<file path="config.mk">
export PLATFORM = sky130hd
export DESIGN_NAME = spi_bus_monitor
export DESIGN_NICKNAME = d
export VERILOG_FILES = /design/src/rtl/monitor_pkg.sv /design/src/rtl/monitor_spi_sync.sv /design/src/rtl/spi_bus_monitor.sv
export SDC_FILE = /design/constraint.sdc
export NUM_CORES = 1
export LEC_CHECK = 0
export CORE_AREA = 2 2 62 122
export CTS_BUF_LIST = sky130_fd_sc_hd__clkbuf_4 sky130_fd_sc_hd__clkbuf_8
export DETAILED_ROUTE_END_ITERATION = 16
export DIE_AREA = 0 0 64 124
export GPL_TIMING_DRIVEN = 0
export PLACE_DENSITY = 0.78
export SYNTH_ARGS = -nofsm -noshare
export SYNTH_HDL_FRONTEND = slang
export SYNTH_SLANG_ARGS = --single-unit
</file>
<file path="constraint.sdc">
create_clock -name MCLK_IN -period 4.3 [get_ports MCLK_IN]
set_input_delay 0.645 -clock MCLK_IN [delete_from_list [all_inputs] [get_ports MCLK_IN]]
set_output_delay 0.645 -clock MCLK_IN [all_outputs]
set_load 0.02 [all_outputs]
</file>
<file path="src/rtl/monitor_pkg.sv">
// Shared constants and types for the SPI bus monitor.
// Holds the command opcodes, the frame-level FSM state type,
// the synchroniser depth and a byte-rounding helper.
package monitor_pkg;

  localparam logic [7:0] CMD_NOP        = 8'h00;
  localparam logic [7:0] CMD_WRITE_ISIG = 8'h01;
  localparam logic [7:0] CMD_SET_TRIG   = 8'h02;

  localparam int SYNC_DEPTH = 2;

  typedef enum logic [1:0] {
    ST_IDLE    = 2'd0,
    ST_CMD     = 2'd1,
    ST_PAYLOAD = 2'd2,
    ST_DRAIN   = 2'd3
  } state_t;

  // Number of whole bytes needed to carry a field of the given bit width.
  function automatic int bytesFor(input int w);
    return (w + 7) / 8;
  endfunction

endpackage

</file>
<file path="src/rtl/monitor_spi_sync.sv">
// SPI input synchronisers and edge detection for the bus monitor.
// SCK, MOSI and SS share the same synchroniser depth, so the MOSI value seen
// together with an SCK edge pulse is the value present when SCK moved.
// The SS chain resets to "selected" so that a select held low across reset
// release is never mistaken for a fresh frame start.
module monitor_spi_sync
  import monitor_pkg::*;
(
  input  logic i_clk,
  input  logic i_rstN,
  input  logic i_sck,
  input  logic i_si,
  input  logic i_ss,
  output logic o_sckRise,
  output logic o_sckFall,
  output logic o_ssFall,
  output logic o_ssRise,
  output logic o_si
);

  logic [SYNC_DEPTH-1:0] r_sckSync;
  logic [SYNC_DEPTH-1:0] r_siSync;
  logic [SYNC_DEPTH-1:0] r_ssSync;
  logic                  r_sckPrev;
  logic                  r_ssPrev;
  logic                  w_sck;
  logic                  w_ss;

  assign w_sck = r_sckSync[SYNC_DEPTH-1];
  assign w_ss  = r_ssSync[SYNC_DEPTH-1];

  // Shift the asynchronous SPI pins into the MCLK domain and keep last values for edge detection.
  always_ff @(posedge i_clk or negedge i_rstN) begin
    if (!i_rstN) begin
      r_sckSync <= '0;
      r_siSync  <= '0;
      r_ssSync  <= '0;
      r_sckPrev <= 1'b0;
      r_ssPrev  <= 1'b0;
    end else begin
      r_sckSync <= {r_sckSync[SYNC_DEPTH-2:0], i_sck};
      r_siSync  <= {r_siSync[SYNC_DEPTH-2:0], i_si};
      r_ssSync  <= {r_ssSync[SYNC_DEPTH-2:0], i_ss};
      r_sckPrev <= w_sck;
      r_ssPrev  <= w_ss;
    end
  end

  assign o_sckRise = w_sck & ~r_sckPrev;
  assign o_sckFall = ~w_sck & r_sckPrev;
  assign o_ssFall  = ~w_ss & r_ssPrev;
  assign o_ssRise  = w_ss & ~r_ssPrev;
  assign o_si      = r_siSync[SYNC_DEPTH-1];

endmodule

</file>
<file path="src/rtl/spi_bus_monitor.sv">
// SPI slave that snapshots a parallel bus and streams it out on MISO
// (mode 1, LSB first), while accepting commands on MOSI that drive the
// INPUT_SIGNAL register.
// Optional feature: define MONITOR_TRIGGER_EN to enable the address trigger
// (opcode 0x02 arms a comparator; the first bus cycle whose address matches
// freezes the snapshot returned by later frames and raises TRIG_HIT).
module spi_bus_monitor
  import monitor_pkg::*;
#(
  parameter int ADDR_W = 24,
  parameter int DATA_W = 16,
  parameter int OSIG_W = 4,
  parameter int ISIG_W = 4
) (
  input  logic              MCLK_IN,
  input  logic              RESET_N_IN,
  input  logic              SPICLK_IN,
  input  logic              SPISI_IN,
  input  logic              SPISS_IN,
  input  logic [ADDR_W-1:0] ADDR_IN,
  input  logic [DATA_W-1:0] DATA_IN,
  input  logic [OSIG_W-1:0] OUTPUT_SIGNAL_IN,
  output logic [ISIG_W-1:0] INPUT_SIGNAL,
  output logic              SPISO,
  output logic              TRIG_HIT
);

  localparam int SNAP_W    = ((ADDR_W + DATA_W + OSIG_W + 7) / 8) * 8;
  localparam int ISIG_BITS = bytesFor(ISIG_W) * 8;
`ifdef MONITOR_TRIGGER_EN
  localparam int   TRIG_BITS = bytesFor(ADDR_W) * 8;
  localparam logic TRIG_EN   = 1'b1;
`else
  localparam int   TRIG_BITS = 0;
  localparam logic TRIG_EN   = 1'b0;
`endif
  localparam int PLD_W = (ISIG_BITS > TRIG_BITS) ? ISIG_BITS : TRIG_BITS;
  localparam int CNT_W = $clog2(PLD_W + 1) + 1;
  localparam logic [CNT_W-1:0] CNT_MAX = '1;

  logic              w_sckRise;
  logic              w_sckFall;
  logic              w_ssFall;
  logic              w_ssRise;
  logic              w_si;

  state_t            r_state;
  logic [CNT_W-1:0]  r_bitCnt;
  logic [CNT_W-1:0]  r_payBits;
  logic [7:0]        r_cmd;
  logic [PLD_W-1:0]  r_payload;
  logic [SNAP_W-1:0] r_shift;
  logic [ISIG_W-1:0] r_isig;
  logic              r_miso;

  logic [7:0]        w_cmdNext;
  logic [PLD_W-1:0]  w_payloadNext;
  logic [CNT_W-1:0]  w_bitCntInc;
  logic              w_lastPayBit;
  logic [SNAP_W-1:0] w_snap;
  logic [SNAP_W-1:0] w_frameSnap;
  logic              w_unusedBits;

  monitor_spi_sync u_sync (
    .i_clk     (MCLK_IN),
    .i_rstN    (RESET_N_IN),
    .i_sck     (SPICLK_IN),
    .i_si      (SPISI_IN),
    .i_ss      (SPISS_IN),
    .o_sckRise (w_sckRise),
    .o_sckFall (w_sckFall),
    .o_ssFall  (w_ssFall),
    .o_ssRise  (w_ssRise),
    .o_si      (w_si)
  );

  assign w_snap       = SNAP_W'({OUTPUT_SIGNAL_IN, DATA_IN, ADDR_IN});
  assign w_cmdNext    = {w_si, r_cmd[7:1]};
  assign w_bitCntInc  = (r_bitCnt == CNT_MAX) ? r_bitCnt : r_bitCnt + CNT_W'(1);
  assign w_lastPayBit = (r_bitCnt == r_payBits - CNT_W'(1));
  assign w_unusedBits = ^w_payloadNext;

  // Payload arrives little endian, LSB first, so the running bit count is the bit position.
  always_comb begin
    w_payloadNext = r_payload;
    for (int i = 0; i < PLD_W; i++) begin
      if (r_bitCnt == CNT_W'(i)) begin
        w_payloadNext[i] = w_si;
      end
    end
  end

  // Frame FSM: snapshot on select, stream MISO on SCK rise, decode MOSI on SCK fall.
  always_ff @(posedge MCLK_IN or negedge RESET_N_IN) begin
    if (!RESET_N_IN) begin
      r_state   <= ST_IDLE;
      r_bitCnt  <= '0;
      r_payBits <= '0;
      r_cmd     <= '0;
      r_payload <= '0;
      r_shift   <= '0;
      r_isig    <= '0;
      r_miso    <= 1'b0;
    end else if (w_ssRise) begin
      r_state  <= ST_IDLE;
      r_bitCnt <= '0;
      r_miso   <= 1'b0;
    end else begin
      if ((r_state != ST_IDLE) && w_sckRise) begin
        r_miso  <= r_shift[0];
        r_shift <= r_shift >> 1;
      end
      case (r_state)
        ST_IDLE: begin
          r_miso <= 1'b0;
          if (w_ssFall) begin
            r_state   <= ST_CMD;
            r_shift   <= w_frameSnap;
            r_bitCnt  <= '0;
            r_cmd     <= '0;
            r_payload <= '0;
          end
        end
        ST_CMD: begin
          if (w_sckFall) begin
            r_cmd    <= w_cmdNext;
            r_bitCnt <= w_bitCntInc;
            if (r_bitCnt == CNT_W'(7)) begin
              if (w_cmdNext == CMD_WRITE_ISIG) begin
                r_state   <= ST_PAYLOAD;
                r_payBits <= CNT_W'(ISIG_BITS);
                r_bitCnt  <= '0;
              end else if (TRIG_EN && (w_cmdNext == CMD_SET_TRIG)) begin
                r_state   <= ST_PAYLOAD;
                r_payBits <= CNT_W'(TRIG_BITS);
                r_bitCnt  <= '0;
              end else begin
                r_state <= ST_DRAIN;
              end
            end
          end
        end
        ST_PAYLOAD: begin
          if (w_sckFall) begin
            r_payload <= w_payloadNext;
            r_bitCnt  <= w_bitCntInc;
            if (w_lastPayBit) begin
              r_state <= ST_DRAIN;
              if (r_cmd == CMD_WRITE_ISIG) begin
                r_isig <= w_payloadNext[ISIG_W-1:0];
              end
            end
          end
        end
        ST_DRAIN: begin
          if (w_sckFall) begin
            r_bitCnt <= w_bitCntInc;
          end
        end
        default: r_state <= ST_IDLE;
      endcase
    end
  end

`ifdef MONITOR_TRIGGER_EN
  logic [ADDR_W-1:0] r_trigAddr;
  logic              r_armed;
  logic              r_trigHit;
  logic [SNAP_W-1:0] r_trigSnap;
  logic              w_armTrig;

  assign w_armTrig = (r_state == ST_PAYLOAD) && w_sckFall && !w_ssRise &&
                     w_lastPayBit && (r_cmd == CMD_SET_TRIG);

  // Arm on a completed set-trigger payload; freeze the bus on the first matching address.
  always_ff @(posedge MCLK_IN or negedge RESET_N_IN) begin
    if (!RESET_N_IN) begin
      r_trigAddr <= '0;
      r_armed    <= 1'b0;
      r_trigHit  <= 1'b0;
      r_trigSnap <= '0;
    end else if (w_armTrig) begin
      r_trigAddr <= w_payloadNext[ADDR_W-1:0];
      r_armed    <= 1'b1;
      r_trigHit  <= 1'b0;
    end else if (r_armed && (ADDR_IN == r_trigAddr)) begin
      r_trigSnap <= w_snap;
      r_trigHit  <= 1'b1;
      r_armed    <= 1'b0;
    end
  end

  assign w_frameSnap = r_trigHit ? r_trigSnap : w_snap;
  assign TRIG_HIT    = r_trigHit;
`else
  assign w_frameSnap = w_snap;
  assign TRIG_HIT    = 1'b0;
`endif

  assign INPUT_SIGNAL = r_isig;
  assign SPISO        = r_miso;

endmodule
</file>
==> impl_results.md, run 1 <==
* Worst path required time at 4.59 ns
* YS warnings at 0
* DRC at 0
* Reg clk slew, reported paths at 0.08 ns
* Synth unique cells at 40
* # diodes at 0
* Worst R2R Path Depth at 8
* Hold Path Class: in -> async
* Vias in the first global route at about 3100
* CTS Sinks at between 80 and 90
* Routability congestion estimate at 0.8185
* Largest net degree at the start of global routing at 71
* DR vias/cell at approximately 5.4
* CTS HTree Levels at 3
* CP Max Fanout at 10
* Synthesized area at about 3700 µm²
* Ratio of final minimum period to clock period at 53.73%
* Max-slew violation count at 0
* Pwr dens at ~520 nW/µm²
* Hold-fix buffers, CTS at 0
* Chip width at 64 µm
* Post-layout minimum cycle time at roughly 2.3 ns
* Nets at 507
* Max_cap viols at 0
* Die area at 7936 µm²
* Remaining Overflow, GRT at 0
* Post-synthesis cell count at approximately 380
* Worst EP arrival at 2.60 ns
* Worst skew pair latency at roughly 0.36 ns
* FP Rows at 43
* FF-to-FF End: r_shift[27]
* EDFF count, synth at 0
* Final core utilization at 66.11%
* R2R setup slack at 1.99 ns
* Clock Root Buffer: clkbuf_8
* DRT Pass-1 Iters at 4
* Sequential-to-total area share from yosys stat at 54.71%
* Fmax at 0.4328 GHz
* Worst r2r src: r_state[0]
* Status: finished, final reports clean
* Total GRT Usage at 21.54%
* Setup Crit Path Kind: reg -> reg
* Number of synthesized register bits at 81
* Synth area leader: dfrtp_1
* Die H at 124 µm
* Vias at 2940
* Max Root-Sink Buffers at 2
* Crit start category: flip-flop
* Synth Flop Type: dfrtp_1
* CTS tree: built
* Final Hold Violating Endpoints at 0
* Post-CTS sizing at 0
* Port bufs at 53
* RSZ-0062 raised after global routing: no
* Mean post-synth cell area at 9.648 µm²
* Area contributors post-synth: dfrtp_1 (55%), nor2_1 (10%), o22ai_1 (8.3%), mux2i_1 (3.2%), ha_1 (3.0%)
* Crit. End Element: flip-flop
* Count of fill cells added during filler insertion at approximately 560
* Core area at 6940 µm²
* Post-synth ARST share at 100.0%
* Syn nets at 442
* Final WL at between 7000 and 8000 µm
* Antenna Nets Post-Route at 0
* Post-synth top area share at a little over half
* Starting Density at 53.38%
* Leak pwr at 1.966 nW
* First-pass GRT wire length at 13210 µm
* Peak VDD IR at between 0.3 and 0.4 mV
* # IOs at 55
* Setup violators final at 0
* Hpwl dp at 5588 µm
* TritonCTS Buffers at 9
* Initial antenna violation count at 0
* Post-Route Skew at 0.01069 ns
* Post-CTS Setup Bufs at 0
* WHS at between 0.1 and 0.15 ns
* Worst slew pin tran at 0.9079 ns
* Share of cells above drive strength 1 at a little under a tenth
* Worst rel slew slack at 39.11%
* Area growth syn-to-layout at 23.84%
* Routed WL per cell at 14.01 µm
* 1st-iter DRT viols at between 150 and 200
## report_power, final
| part | total, mW | internal, mW | switching [mW] | leakage, nW |
|---|---|---|---|---|
| clock | 0.586 | 0.328 | 0.257 | 0.114 |
| sequential | 1.11 | 0.983 | 0.128 | 0.975 |
| combinational | 0.667 | 0.293 | 0.374 | 0.877 |
| total | 2.36 | 1.60 | 0.759 | 1.97 |
## cell usage in the layout (no fill, tap or decap), drive strengths merged, types with 2 or more instances in the layout
cell type,n
mux2,8
clkbuf,23
nor2b,2
buf,14
nor4,2
a21oi,8
ha,9
or3,2
nor3,5
a22o,2
clkdlybuf4s50,52
o21ai,9
nand3b,2
dfrtp,81
nand2b,3
nand3,3
o211ai,2
nand4,2
and3,3
nand2,26
mux2i,13
o22ai,49
inv,20
nor2,100
## per-stage QoR
stage / power (mW) / std cells / worst slack [ns] / cell area, µm² / TNS, ns
floorplan: 1.587 / 384 / 2.407 / 3705 / 0
CTS: 2.383 / 544 / 1.958 / 4588 / 0
global placement: 1.757 / 527 / -0.1794 / 4348 / -14.10
finish: 2.364 / 544 / 1.990 / 4588 / 0
global route: 2.532 / 544 / 1.741 / 4588 / 0
detailed placement: 1.794 / 528 / 1.994 / 4373 / 0
## layout make-up
cell class / instances / area, µm² / share of cell area [%]
Sequential cell: 81 / 2027 / 44.18
Multi-Input combinational cell: 262 / 1510 / 32.92
Clock buffer: 14 / 180.2 / 3.927
Inverter: 20 / 75.07 / 1.636
Buffer: 21 / 92.59 / 2.018
Clock inverter: 2 / 35.03 / 0.7636
Timing Repair Buffer: 54 / 555.5 / 12.11
Tap cell: 90 / 112.6 / 2.454
## cell usage after synthesis (all sizes together) (2+ instances only)
cell type / instances
nand3b: 2
or3: 2
nor2: 100
o22ai: 49
o211ai: 2
dfrtp: 81
nand3: 3
nand2b: 3
a22o: 2
ha: 9
buf: 12
clkbuf: 9
mux2: 8
nor3: 5
nor2b: 2
o21ai: 9
nor4: 2
nand2: 26
nand4: 2
inv: 20
mux2i: 13
a21oi: 8
and3: 3
## flip-flops by register name, summed over array words and instances (netlist names)
signal / cells
u_sync.r_sckSync: 2
u_sync.r_sckPrev: 1
u_sync.r_ssPrev: 1
INPUT_SIGNAL: 4
r_state: 2
r_shift: 48
SPISO: 1
r_bitCnt: 5
u_sync.r_siSync: 2
r_cmd: 8
r_payBits: 1
u_sync.r_ssSync: 2
r_payload: 4
## how the worst max path moves through the flow
stage | startpoint | endpoint | slack [ns] | depth (start not counted)
2_1_floorplan | r_state[0] | r_bitCnt[0] | 2.41 | 8
6_report | r_state[0] | r_shift[27] | 1.99 | 8
4_1_cts | r_state[0] | r_shift[40] | 1.96 | 8
3_5_place_dp | r_state[0] | r_shift[26] | 1.99 | 8
3_3_place_gp | RESET_N_IN | r_shift[41] | -0.18 | 1
5_1_grt | r_state[0] | r_shift[32] | 1.74 | 8
## worst max-delay path: stages (launching register included)
cell and delay [ns]:
dfrtp_1 0.41, inv_1 0.10, ha_1 0.22, clkbuf_1 0.22
nand3b_1 0.23, clkbuf_1 0.39, buf_1 0.41, o22ai_1 0.14
nor2_1 0.13
## logic make-up after synthesis
| logic type | count (synthesis) | share of synthesized area, % |
|---|---|---|
| buffers and inverters | 41 | 4.525 |
| adder cells (fa/ha/maj) | 9 | 3.040 |
| multiplexers | 21 | 6.045 |
| other | 1 | 0.1012 |
| flip-flops | 81 | 54.71 |
| AO/OA/AOI/OAI | 77 | 13.27 |
| AND/OR/NAND/NOR | 154 | 18.30 |
## per-layer routing
metal  up-vias  routed length [µm]  GRT usage (%)
met5         -                   0              0
met4         0                 161          10.19
met3        15                 208          4.788
met2        53                4220          39.45
met1      1422                3034          23.04
li1       1450                   -              -
(Power assumes the default switching activity.)
==> inputs of run 2 (changes only) <==
Clock period 4.3 ns to 2.2 ns, I/O delays scaled along.
==> run 2 against run 1 <==
- total power grew 97%
- critical path type unchanged
- core utilization grew 0.67 points
- sequential power grew 95%
- register-to-register slack lost 1.9 ns
- flip-flop and latch count is the same
- combinational power grew 100%
- clock skew shrank 0.0011 ns
- final cell count grew 0.18%
- clock power grew 96%
- cell area grew 1.0%
==> impl_results.md, run 2 (synthesized netlist as in run 1, its figures left out) <==
* DRC at 0 (unchanged)
* CTS tree: built
* Leak pwr at 1.990 nW (+1.2%)
* Top Usage Layer GRT: met2
* Post-layout minimum cycle time at 2.119 ns (-0.1918 ns)
* Vias in the first global route at 3098 (-0.45%)
* Nets at 508 (+0.20%)
* Placed cell areas at 4373 µm² (unchanged)
* Worst skew pair latency at 0.36 ns (about the same)
* Worst path required time at 2.49 ns (-2.10 ns)
* CP top delay family: compound AO/OA/AOI/OAI gates
* Sw frac at 32.35% (+0.24 points)
* Max_cap viols at 0 (unchanged)
* # IOs at 55 (unchanged)
* Final Hold Violating Endpoints at 0 (unchanged)
* Count of fill cells added during filler insertion at 549 (-2.1%)
* Ratio of final minimum period to clock period at 96.30% (+43 points)
* Power share of the clock group at 24.6% (-0.2 points)
* RSZ-0062 raised after global routing: yes
* Setup crit end: r_state[0]
* FF-to-FF End: r_state[0]
* 1st-iter DRT viols at 186 (+21%)
* Post-Route Skew at 0.009593 ns (-0.001095 ns)
* Reg clk slew, reported paths at 0.07 ns (about the same)
* Die area at 7936 µm² (unchanged)
* Hpwl dp at 5588 µm (unchanged)
* Clock Root Buffer: clkbuf_8
* Flop pwr share at 46.6% (-0.4 points)
* Most common cell after layout, fill and taps aside: nor2_1
* DR vias/cell at 5.404 (about the same)
* CP startpoint: r_state[0]
* Largest stage delay, worst path at 0.42 ns (about the same)
* Crit. End Element: flip-flop
* Fmax at 0.4720 GHz (+9.1%)
* CP max stage cell: dfrtp_1
* Max Root-Sink Buffers at 2 (unchanged)
* Largest net degree at the start of global routing at 71 (unchanged)
* Final WL at 7754 µm (+1.7%)
* Status: finished, final reports clean
* Pwr dens at 1007 nW/µm² (+95%)
* Antenna Nets Post-Route at 0 (unchanged)
* Crit path cell chain: inv_1, ha_1, clkbuf_1, nor2_1, or3_1, a222oi_1, a22o_1
* CTS HTree Levels at 3 (unchanged)
* Design Area, Final at 4634 µm² (+1.0%)
* Chip width at 64 µm (unchanged)
* Worst slack, placed at -0.1056 ns (-2.100 ns)
* Crit start category: flip-flop
* Met3 GRT Util at 5.059% (+0.27 points)
* Port bufs at 53 (unchanged)
* Met1 usage at 23.59% (+0.55 points)
* Vias at 2945 (+0.17%)
* Core area at 6940 µm² (unchanged)
* Routability congestion estimate at 0.8185 (unchanged)
* Switching Power at 1.510 mW (+99%)
* Remaining Overflow, GRT at 0 (unchanged)
* Worst EP arrival at 2.41 ns (-0.19 ns)
* WHS at 0.3504 ns (+0.2245 ns)
* Max FFs per register at 48 (unchanged)
* Worst r2r src: r_state[0]
* Worst slew pin tran at 0.5667 ns (-0.3412 ns)
* Initial antenna violation count at 0 (unchanged)
* Most frequent cells in the layout: nor2_1 (100), dfrtp_1 (81), clkdlybuf4s50_1 (52)
* # diodes at 0 (unchanged)
* R2R setup slack at 0.08 ns (-1.91 ns)
* Area growth syn-to-layout at 25.09%
* Comb power frac at 28.8% (+0.6 points)
* P_int at 3.157 mW (+97%)
* Share of cells above drive strength 1 at 11.43% (+2.2 points)
* CP Max Fanout at 9 (-1)
* Die H at 124 µm (unchanged)
* Hold Path Class: reg -> reg
* DRT Pass-1 Iters at 4 (unchanged)
* Worst R2R Path Depth at 7 (-1)
* Setup violators final at 0 (unchanged)
* Setup Crit Path Kind: reg -> reg
* Max-slew violation count at 0 (unchanged)
* Reg with most FFs: r_shift
* Grt met2 use at 39.52% (+0.065 points)
* CP Buf/Inv Count at 2 (-2)
* Biggest regs: r_shift (48), r_cmd (8), r_bitCnt (5)
* Peak VDD IR at 0.6805 mV (+84%)
* Routed WL per cell at 14.23 µm (+1.5%)
* Critical path depth at 7 (-1)
* Total GRT Usage at 21.81% (+0.27 points)
* CTS Sinks at 81 (unchanged)
* FP Rows at 43 (unchanged)
* Setup WS post-layout at 0.08148 ns (-1.908 ns)
* Worst rel slew slack at 62.22% (+23 points)
* TritonCTS Buffers at 9 (unchanged)
* First-pass GRT wire length at 13370 µm (+1.2%)
* Starting Density at 53.38% (unchanged)
[run 2: cell types whose count changed in the layout (fill, tap and decap cells not counted), moves of 2 or more]
| cell | delta |
|---|---|
| clkbuf_2 | +4 |
| buf_1 | -3 |
| clkbuf_1 | -3 |
| buf_2 | +2 |
[run 2: repair_timing]
action,4_1_cts,5_1_grt
endpoints found under the hold margin,11,0
setup buffers,0,0
hold buffers,1,0
resized for setup,5,7
pin swaps,0,0
setup endpoints to repair,41,37
[run 2: power by group through the flow]
stage / sequential [mW] / clock, mW / combinational, mW
after floorplan: 2.13 / 0 / 0.969
after global placement: 2.18 / 0 / 1.26
after detailed placement: 2.20 / 0 / 1.31
after CTS: 2.17 / 1.17 / 1.33
after global routing: 2.23 / 1.22 / 1.54
final: 2.17 / 1.15 / 1.35
[run 2: cell type report]
type                       count  area, µm²  area share [%]
tap                           90      112.6           2.430
sequential                    81       2027           43.74
buffer                        21      100.1           2.160
multi-input combinational    262       1539           33.21
clock buffer                  14      180.2           3.888
clock inverter                 2      35.03          0.7559
inverter                      20      75.07           1.620
timing repair buffer          55      565.5           12.20
[run 2: per-stage QoR]
step	cells	utilization, %	total power, mW	TNS [ns]
floorplan	384	-	3.102	0
global placement	527	62.65	3.434	-160.15
detailed placement	528	63.01	3.506	-2.289
CTS	545	66.41	4.674	0
global route	545	66.77	4.990	-0.04247
finish	545	66.77	4.667	0
[run 2: worst min-delay path by stage]
stage                       startpoint            endpoint  slack, ns  cells after the start
finish              u_sync.r_ssSync[0]  u_sync.r_ssSync[1]       0.35                      0
global placement    u_sync.r_ssSync[0]  u_sync.r_ssSync[1]       0.33                      0
global route        u_sync.r_ssSync[0]  u_sync.r_ssSync[1]       0.36                      0
detailed placement          RESET_N_IN         r_shift[11]       0.19                      1
CTS                 u_sync.r_ssSync[0]  u_sync.r_ssSync[1]       0.35                      0
floorplan                   RESET_N_IN     INPUT_SIGNAL[0]       0.03                      0
[run 2: metal layers]
layer	wire [µm]	vias up
met4	235	0
li1	-	1451
met2	4268	72
met5	0	-
met1	2971	1400
met3	278	22
[run 2: worst register-to-register path, stage by stage, from the launching register on]
cell and delay (ns):
dfrtp_1 0.42, inv_1 0.12, ha_1 0.15, clkbuf_1 0.32
nor2_1 0.12, or3_1 0.32, a222oi_1 0.40, a22o_1 0.21
==> inputs of run 3 (changes only) <==
Settings changed: CORE_AREA 2 2 62 122 to 2 2 78 95, DIE_AREA 0 0 64 124 to 0 0 80 97, PLACE_DENSITY 0.78 to 0.8, SKIP_LAST_GASP set to 1.
==> run 3 against run 2 <==
- combinational power about the same
- flip-flop and latch count unchanged
- sequential power about the same
- clock power down 12%
- clock skew about the same
- non-clock buffer count down 1
- final cell count down 0.73%
- die area down 2.2%
- routed wire length down 0.54%
- critical endpoint is now r_state[1]
- largest power group unchanged
- highest routed layer unchanged
==> impl_results.md, run 3 (synthesized netlist as in run 1, its figures left out) <==
* Post-layout minimum cycle time at 2.067 ns (-0.05111 ns)
* Die H at 97 µm (-22%)
* Antenna Nets Post-Route at 0 (unchanged)
* RSZ-0062 raised after global routing: yes
* Core area at 6771 µm² (-2.4%)
* CTS Sinks at 81 (unchanged)
* Chip width at 80 µm (+25%)
* Final TNS setup at 0 ns (unchanged)
* Reg clk slew, reported paths at 0.08 ns (about the same)
* Most frequent cells in the layout: nor2_1 (100), dfrtp_1 (81), clkdlybuf4s50_1 (52)
* Worst path required time at 2.48 ns (about the same)
* CTS HTree Levels at 3 (unchanged)
* Hpwl dp at 5469 µm (-2.1%)
* 1st-iter DRT viols at 231 (+24%)
* Total GRT Usage at 21.60% (-0.20 points)
* Largest net degree at the start of global routing at 68 (-4.2%)
* Routed WL per cell at 14.26 µm (+0.19%)
* CP Max Fanout at 7 (-2)
* First-pass GRT wire length at 13520 µm (+1.1%)
* Vias in the first global route at 3159 (+2.0%)
* Overall Power at 4.533 mW (-2.9%)
* Final core utilization at 67.90% (+1.1 points)
* CTS tree: built
* Setup violators final at 0 (unchanged)
* CP max stage cell: dfrtp_1
* Worst slew pin tran at 0.5851 ns (+0.01840 ns)
* Crit path cell chain: inv_1, ha_1, clkbuf_1, nor2_1, or3_1, a222oi_1, a22o_1
* Routability congestion estimate at 0.8998 (+9.9%)
* Status: finished, final reports clean
* Nets at 507 (-0.20%)
* Ratio of final minimum period to clock period at 93.97% (-2.3 points)
* Worst EP arrival at 2.34 ns (-0.07 ns)
* # diodes at 0 (unchanged)
* Share of cells above drive strength 1 at 11.45% (+0.025 points)
* Remaining Overflow, GRT at 0 (unchanged)
* Crit start category: flip-flop
* Max Root-Sink Buffers at 2 (unchanged)
* Worst skew pair latency at 0.34 ns (-0.02 ns)
* DRC at 0 (unchanged)
* Clock Root Buffer: clkbuf_8
* Port bufs at 53 (unchanged)
* Max_cap viols at 0 (unchanged)
* Vias at 2964 (+0.65%)
* TritonCTS Buffers at 9 (unchanged)
* Area growth syn-to-layout at 24.11%
* Max FFs per register at 48 (unchanged)
* FP Rows at 33 (-23%)
* Largest stage delay, worst path at 0.41 ns (about the same)
* Post-Route Skew at 0.009419 ns (-0.0001742 ns)
* Most common cell after layout, fill and taps aside: nor2_1
* Starting Density at 54.71% (+1.3 points)
* # IOs at 55 (unchanged)
* Reg with most FFs: r_shift
* Fmax at 0.4837 GHz (+2.5%)
* Final Hold Violating Endpoints at 0 (unchanged)
* Setup Crit Path Kind: reg -> reg
* Count of fill cells added during filler insertion at 543 (-1.1%)
* DR vias/cell at 5.479 (+1.4%)
* Leak pwr at 1.974 nW (-0.79%)
* Peak VDD IR at 0.6209 mV (-8.8%)
* Pwr dens at 985.8 nW/µm² (-2.1%)
* Hold Path Class: reg -> reg
* Crit. End Element: flip-flop
* Biggest regs: r_shift (48), r_cmd (8), r_bitCnt (5)
* Initial antenna violation count at 0 (unchanged)
* Final WL at 7712 µm (-0.54%)
* Die area at 7760 µm² (-2.2%)
* Max-slew violation count at 0 (unchanged)
* CP Buf/Inv Count at 2 (unchanged)
* CP top delay family: compound AO/OA/AOI/OAI gates
* R2R setup slack at 0.13 ns (+0.05 ns)
* Worst rel slew slack at 60.99% (-1.2 points)
* DRT Pass-1 Iters at 5 (+1)
run 3: final timing paths:
path                                    startpoint                 end  depth (start not counted)
worst max-delay path                    r_state[1]          r_state[1]                          7
worst min-delay path            u_sync.r_ssSync[0]  u_sync.r_ssSync[1]                          0
worst max register to register          r_state[1]          r_state[1]                          7
worst min register to register  u_sync.r_ssSync[0]  u_sync.r_ssSync[1]                          0
max in group asynchronous               RESET_N_IN        r_payload[0]                          3
min in group asynchronous               RESET_N_IN         r_shift[11]                          2
run 3: layer usage:
layer | vias to the layer above | GRT usage, % | wire length (µm)
met3 | 9 | 4.198 | 254
met4 | 0 | 7.562 | 121
met2 | 63 | 36.22 | 3996
li1 | 1456 | - | -
met5 | - | 0 | 0
met1 | 1436 | 27.70 | 3339
run 3: through the flow:
step                      cells  worst slack, ns  hold WS, ns  instance area, µm²
after floorplan             384           0.3073      0.03441                3705
after global placement      524           -1.991       0.3327                4344
after detailed placement    525          -0.1474       0.2172                4369
after CTS                   542          0.02198       0.3536                4576
after global routing        541         -0.02481       0.3700                4598
final                       541           0.1326       0.3552                4598
run 3: cell type report:
type	count	area, µm²	share of cell area (%)
flip-flops and latches	81	2027	44.08
multi-input cells	262	1539	33.47
repair buffers	55	565.5	12.30
clock buffers	12	158.9	3.456
well taps	87	108.9	2.367
plain buffers	20	96.34	2.095
inverters	20	75.07	1.633
clock inverters	4	27.53	0.5986
run 3: repair_timing:
action | CTS | global route
resized for setup | 4 | 8
hold endpoints to repair | 14 | 0
endpoints found under the setup margin | 41 | 42
gates cloned | 0 | 0
buffers inserted | 0 | 0
hold buffers | 1 | 0
run 3: where the power goes:
part | switching, mW | internal [mW]
registers | 0.252 | 1.92
logic | 0.752 | 0.596
clock network | 0.526 | 0.485
run 3: worst register-to-register path, stage by stage, from the launching register on:
cell,delay [ns]
dfrtp_1,0.41
inv_1,0.12
ha_1,0.15
clkbuf_1,0.30
nor2_1,0.13
or3_1,0.32
a222oi_1,0.40
a22o_1,0.19
